### src/rtl/veri_phase_comp_ctrl.sv
// Loop controller for the 2-bit phase-comparator adder: votes early/late over a
// window, steps the phase select through the external adder, then settles.
module veri_phase_comp_ctrl #(
  parameter int WIN_LEN  = 8,
  parameter int THRESH   = 2,
  parameter int HOLDOFF  = 4,
  parameter int LOCK_CNT = 3
) (
  input  logic       clk,
  input  logic       rst,
  input  logic       enable,
  input  logic       early,
  input  logic       late,
  input  logic [1:0] sum_in,
  output logic [1:0] adder_in_o,
  output logic       down_o,
  output logic [1:0] phase_sel,
  output logic       step_valid,
  output logic       sat_hit,
  output logic       locked,
  output logic [2:0] state_dbg
);

  typedef enum logic [2:0] {
    S_IDLE    = 3'd0,
    S_COLLECT = 3'd1,
    S_DECIDE  = 3'd2,
    S_UPDATE  = 3'd3,
    S_SETTLE  = 3'd4
  } state_t;

  localparam int VW = $clog2(WIN_LEN) + 2;
  localparam int WW = $clog2(WIN_LEN) + 1;
  localparam int SW = $clog2(HOLDOFF) + 1;
  localparam logic [WW-1:0] WIN_LAST = WW'(WIN_LEN - 1);
  localparam logic [SW-1:0] SET_LAST = SW'(HOLDOFF - 1);
  localparam logic [3:0] LOCK_MAX = 4'(LOCK_CNT);
  localparam logic signed [VW-1:0] THR_POS = VW'(THRESH);
  localparam logic signed [VW-1:0] THR_NEG = -THR_POS;

  state_t                 state;
  logic signed [VW-1:0]   vote;
  logic signed [VW-1:0]   delta;
  logic [WW-1:0]          win_cnt;
  logic [SW-1:0]          settle_cnt;
  logic [3:0]             quiet_cnt;
  logic [1:0]             sum_cap;

  // Adder interface: adder_in_o/down_o are held stable through UPDATE and the
  // adder's sum_in is sampled on the UPDATE clock edge; there is no back-pressure.
  assign adder_in_o = phase_sel;
  assign state_dbg  = state;
  assign sum_cap    = (sum_in == 2'b11) ? 2'b10 : sum_in;

  always_comb begin
    delta = '0;
    if (early && !late)      delta = VW'(1);
    else if (late && !early) delta = -VW'(1);
  end

  always_ff @(posedge clk or posedge rst) begin
    if (rst) begin
      state      <= S_IDLE;
      phase_sel  <= 2'b01;
      down_o     <= 1'b0;
      step_valid <= 1'b0;
      sat_hit    <= 1'b0;
      locked     <= 1'b0;
      vote       <= '0;
      win_cnt    <= '0;
      quiet_cnt  <= '0;
      settle_cnt <= '0;
    end else begin
      step_valid <= 1'b0;
      sat_hit    <= 1'b0;
      if (!enable) begin
        state      <= S_IDLE;
        vote       <= '0;
        win_cnt    <= '0;
        quiet_cnt  <= '0;
        settle_cnt <= '0;
        locked     <= 1'b0;
      end else begin
        case (state)
          S_IDLE: begin
            state   <= S_COLLECT;
            vote    <= '0;
            win_cnt <= '0;
          end
          S_COLLECT: begin
            vote <= vote + delta;
            if (win_cnt == WIN_LAST) state <= S_DECIDE;
            else win_cnt <= win_cnt + 1'b1;
          end
          S_DECIDE: begin
            if (vote >= THR_POS) begin
              down_o <= 1'b0;
              state  <= S_UPDATE;
            end else if (vote <= THR_NEG) begin
              down_o <= 1'b1;
              state  <= S_UPDATE;
            end else begin
              if (quiet_cnt != LOCK_MAX) quiet_cnt <= quiet_cnt + 4'd1;
              if (quiet_cnt >= LOCK_MAX - 4'd1) locked <= 1'b1;
              state   <= S_COLLECT;
              vote    <= '0;
              win_cnt <= '0;
            end
          end
          S_UPDATE: begin
            phase_sel <= sum_cap;
            // An unchanged sum means the adder saturated at a range end.
            if (sum_cap != phase_sel) begin
              step_valid <= 1'b1;
              locked     <= 1'b0;
            end else begin
              sat_hit <= 1'b1;
            end
            quiet_cnt  <= '0;
            settle_cnt <= '0;
            state      <= S_SETTLE;
          end
          S_SETTLE: begin
            if (settle_cnt == SET_LAST) begin
              state   <= S_COLLECT;
              vote    <= '0;
              win_cnt <= '0;
            end else begin
              settle_cnt <= settle_cnt + 1'b1;
            end
          end
          default: state <= S_IDLE;
        endcase
      end
    end
  end

endmodule

### config.mk
export PLATFORM = sky130hd
export DESIGN_NAME = veri_phase_comp_ctrl
export DESIGN_NICKNAME = d
export VERILOG_FILES = /design/src/rtl/veri_phase_comp_ctrl.sv
export SDC_FILE = /design/constraint.sdc
export NUM_CORES = 1
export LEC_CHECK = 0
export BUFFER_PORTS_ARGS = -buffer_cell sky130_fd_sc_hd__buf_2
export CAP_MARGIN = 5
export CORE_UTILIZATION = 45
export DETAILED_ROUTE_END_ITERATION = 8
export MAX_ROUTING_LAYER = met4
export PLACE_DENSITY = 0.68
export SETUP_SLACK_MARGIN = 0.15
export SLEW_MARGIN = 0
export SYNTH_ARGS = -nofsm -noshare
export SYNTH_HDL_FRONTEND = slang
export SYNTH_SLANG_ARGS = --single-unit
### constraint.sdc
create_clock -name clk -period 3.6 [get_ports clk]
set_clock_uncertainty 0.05 [all_clocks]
set_input_delay 0 -clock clk [delete_from_list [all_inputs] [get_ports clk]]
set_output_delay 0 -clock clk [all_outputs]
set_load 0.01 [all_outputs]
==> impl_results.rst <==
.. list-table::
   :header-rows: 1

   * - Metric
     - Value
   * - Clock tree from TritonCTS
     - built
   * - Commonest cells after routing, fill and taps aside
     - 24 x sky130_fd_sc_hd__dfrtp_1, 17 x sky130_fd_sc_hd__buf_2, 13 x sky130_fd_sc_hd__inv_1, 13 x sky130_fd_sc_hd__nor2_1, 10 x sky130_fd_sc_hd__ha_1
   * - Maximum operating frequency
     - 502 MHz
   * - Worst setup slack after placement
     - between 1500 and 2000 ps
   * - Rows
     - 21
   * - DRC
     - 0
   * - Number of synthesized flops with an enable pin
     - 0
   * - Total power draw
     - 547 uW
   * - Post-route minimum period
     - between 1500 and 2000 ps
   * - Worst Path Arrival
     - between 2000 and 2500 ps
   * - DP HPWL
     - about 2.2 mm
   * - Core Area
     - around 3300 um2
   * - Part of the power in the clock network
     - about 23%
   * - Endpoints failing setup
     - 0
   * - Net switching component of the power
     - roughly 150 uW
   * - Power per cell area
     - 312 nW/um2
   * - Endpoint class of the critical path
     - register
   * - Critical Path Fanout Max
     - 4
   * - Global-route usage over all layers
     - a little under a fifth
   * - Netlist Area Pre-Place
     - roughly 1600 um2
   * - Total Wirelength
     - 3.01 mm
   * - Post-DRT Antenna Nets
     - 0
   * - Level count of the clock H-tree
     - 1
   * - Power share of the combinational group
     - about a fifth
   * - Worst reg-to-reg setup slack
     - around 1600 ps
   * - Die Width
     - slightly above 60 um
   * - Final Hold Violating Endpoints
     - 0
   * - Filler Cells Inserted
     - approximately 310
   * - Unrepaired setup endpoints after global routing
     - no
   * - Proportion of synthesized flip-flops having asynchronous set or reset
     - 100%
   * - Share of final-layout standard cells stronger than drive strength 1
     - around 20%
   * - Number of antenna violations at the first check in global routing
     - 0
   * - Maximum number of pins on one net before global-route repair
     - 26
   * - Status
     - finished, final reports clean
   * - Sequential cell area
     - 627 um2
   * - Final worst path period share
     - a little under three fifths
   * - Average wire per cell in the routed design
     - ~13 um
   * - Logic depth of the worst register-to-register path
     - 4
   * - Post-CTS Setup Bufs
     - 0
   * - Max-capacitance violation count
     - 0
   * - Iteration-0 DRC count of the detailed router
     - between 70 and 80
   * - Worst reg2reg endpoint
     - settle_cnt[2]
   * - Hold Crit Class
     - in2reg
   * - Setup tns final
     - 0 ps
   * - Sequential cell area fraction in the yosys report
     - between 30% and 40%
   * - Total number of nets in the final design
     - 199
   * - Dominant register cell in the synthesized netlist
     - sky130_fd_sc_hd__dfrtp_1
   * - Count of distinct cell types in the synthesized netlist
     - 45
   * - Static leakage power
     - 0.000864 uW
   * - Internal portion of total power
     - about 390 uW
   * - Max-slew headroom at the worst pin
     - around 36%
   * - Number of max-slew violations in the final report
     - 0
   * - Startpoint Class
     - register
   * - Drt via density
     - roughly 5.5
   * - Post-synthesis instance total
     - about 160
   * - Flops & latches, synth
     - 25
   * - Count of input and output buffers
     - 17
   * - Number of nets in the synthesized netlist
     - 180
   * - Height of the chip
     - 61.1 um
   * - Relative contribution of sequential cells to total power
     - ~60%
   * - Worst Max-Slew Pin Slew
     - 958 ps
   * - Initial standard-cell utilization of the core
     - between 40% and 50%
   * - Worst setup path category
     - reg2reg
   * - Clock root buffer master
     - sky130_fd_sc_hd__clkbuf_4
   * - Switching share of power
     - roughly 28%
   * - Max clock buf depth
     - 2
   * - Syn_area_per_cell
     - 9.70 um2
   * - Via count of the first global-routing pass
     - 1145
   * - Routability congestion estimate
     - 0.778
   * - Worst Hold End
     - vote[0]
   * - CTS Sinks
     - 25
   * - Setup WS post-layout
     - 1610 ps
   * - Area occupied by multi-input gates
     - 856 um2
   * - Number of vias after detailed routing
     - about 1200
   * - Worst Hold Margin
     - 254 ps
   * - Growth of design area from synthesis to finish
     - 11.4%
   * - Clk Latency, worst-skew pair
     - between 300 and 400 ps
   * - Source of the worst hold timing path
     - late
   * - Max rail drop VDD
     - 0.000160 V
   * - YS warnings
     - 0
   * - Launching point of the worst reg2reg path
     - settle_cnt[0]
   * - Most frequent standard cell in the layout excluding fill and tap cells
     - sky130_fd_sc_hd__dfrtp_1
   * - Congestion Overflow GR
     - 0
   * - Area of the die
     - ~3700 um2
   * - Number of CTS-inserted buffers
     - 3
   * - First-pass GRT wire length
     - between 5 and 6 mm
   * - Required time at the endpoint of the critical path
     - roughly 3800 ps
   * - Clk slew on worst S/H paths
     - approximately 130 ps
   * - Number of antenna repair diodes
     - 0
   * - I/O pin total
     - 18
   * - Number of cells traversed by the worst hold path
     - 5
   * - DRT Pass-1 Iters
     - 4
-- metrics by stage --
| step | util [%] | instances | cell area [um2] |
|---|---|---|---|
| 6_report | 52.5 | 226 | 1750 |
| 5_1_grt | 52.5 | 226 | 1750 |
| 4_1_cts | 52.5 | 226 | 1750 |
| 3_5_place_dp | 50.2 | 217 | 1670 |
| 3_3_place_gp | 50.2 | 217 | 1670 |
| 2_1_floorplan | - | 162 | 1570 |
-- final cells by class --
cell class / instances / area share [%]
multi-input combinational: 116 / 48.9
sequential: 25 / 35.8
timing repair buffer: 22 / 7.72
tap: 46 / 3.29
inverter: 13 / 2.79
clock buffer: 4 / 1.50
-- worst max-delay path, cell delays in order (launching register included) --
cell                       delay [ps]
sky130_fd_sc_hd__dfrtp_1          410
sky130_fd_sc_hd__ha_1             210
sky130_fd_sc_hd__ha_1             220
sky130_fd_sc_hd__o311ai_0         590
sky130_fd_sc_hd__mux2_2           400
-- layer usage --
layer  track usage (%)  wire, um  vias up
met5                 -         0        -
li1                  -         -      614
met1              21.3      1350      590
met3              3.15        75        2
met4              6.82        25        0
met2              32.6      1560       27
-- cell usage after synthesis (5+ instances only) --
master	number	area, um2
sky130_fd_sc_hd__a21oi_1	8	40.0
sky130_fd_sc_hd__nand2_1	9	33.8
sky130_fd_sc_hd__nor2_1	13	48.8
sky130_fd_sc_hd__ha_1	10	125
sky130_fd_sc_hd__o21ai_0	7	35.0
sky130_fd_sc_hd__inv_1	13	48.8
sky130_fd_sc_hd__dfrtp_1	24	601
sky130_fd_sc_hd__mux2_2	5	56.3
sky130_fd_sc_hd__nand2b_1	6	37.5
-- power groups by stage --
stage                     Combinational, uW  Sequential (uW)  Clock (uW)
after detailed placement               98.9              327           0
after CTS                               103              321         129
final                                   102              322         123
after floorplan                        80.8              321           0
after global routing                    115              325         144
after global placement                 95.9              326           0
-- worst max path at each step --
stage	from	endpoint	cells past startpoint
detailed placement	settle_cnt[0]	settle_cnt[2]	4
global route	settle_cnt[0]	settle_cnt[2]	4
CTS	settle_cnt[0]	settle_cnt[2]	4
floorplan	vote[1]	win_cnt[1]	4
global placement	vote[1]	win_cnt[1]	4
finish	settle_cnt[0]	settle_cnt[2]	4
-- flip-flops by register name, indices dropped and copies added (netlist names) --
signal / cells
vote: 5
quiet_cnt: 4
win_cnt: 4
settle_cnt: 3
state_dbg: 3
adder_in_o: 2
down_o: 1
locked: 1
sat_hit: 1
step_valid: 1
-- kinds of logic after synthesis --
group,after synthesis,synth area share [%]
AOI/OAI and AO/OA,41,19.0
xor gates and xnor gates,3,1.67
adders and majority gates,11,9.24
buffers and inverters,21,5.65
DFF,25,39.9
muxes,8,5.81
and+or+nand+nor,53,18.7
-- what timing repair did --
action                                 4_1_cts  5_1_grt
endpoints found under the hold margin       27        0
gates resized for setup                      0        0
hold buffers                                 5        0
(Power assumes the default switching activity.)
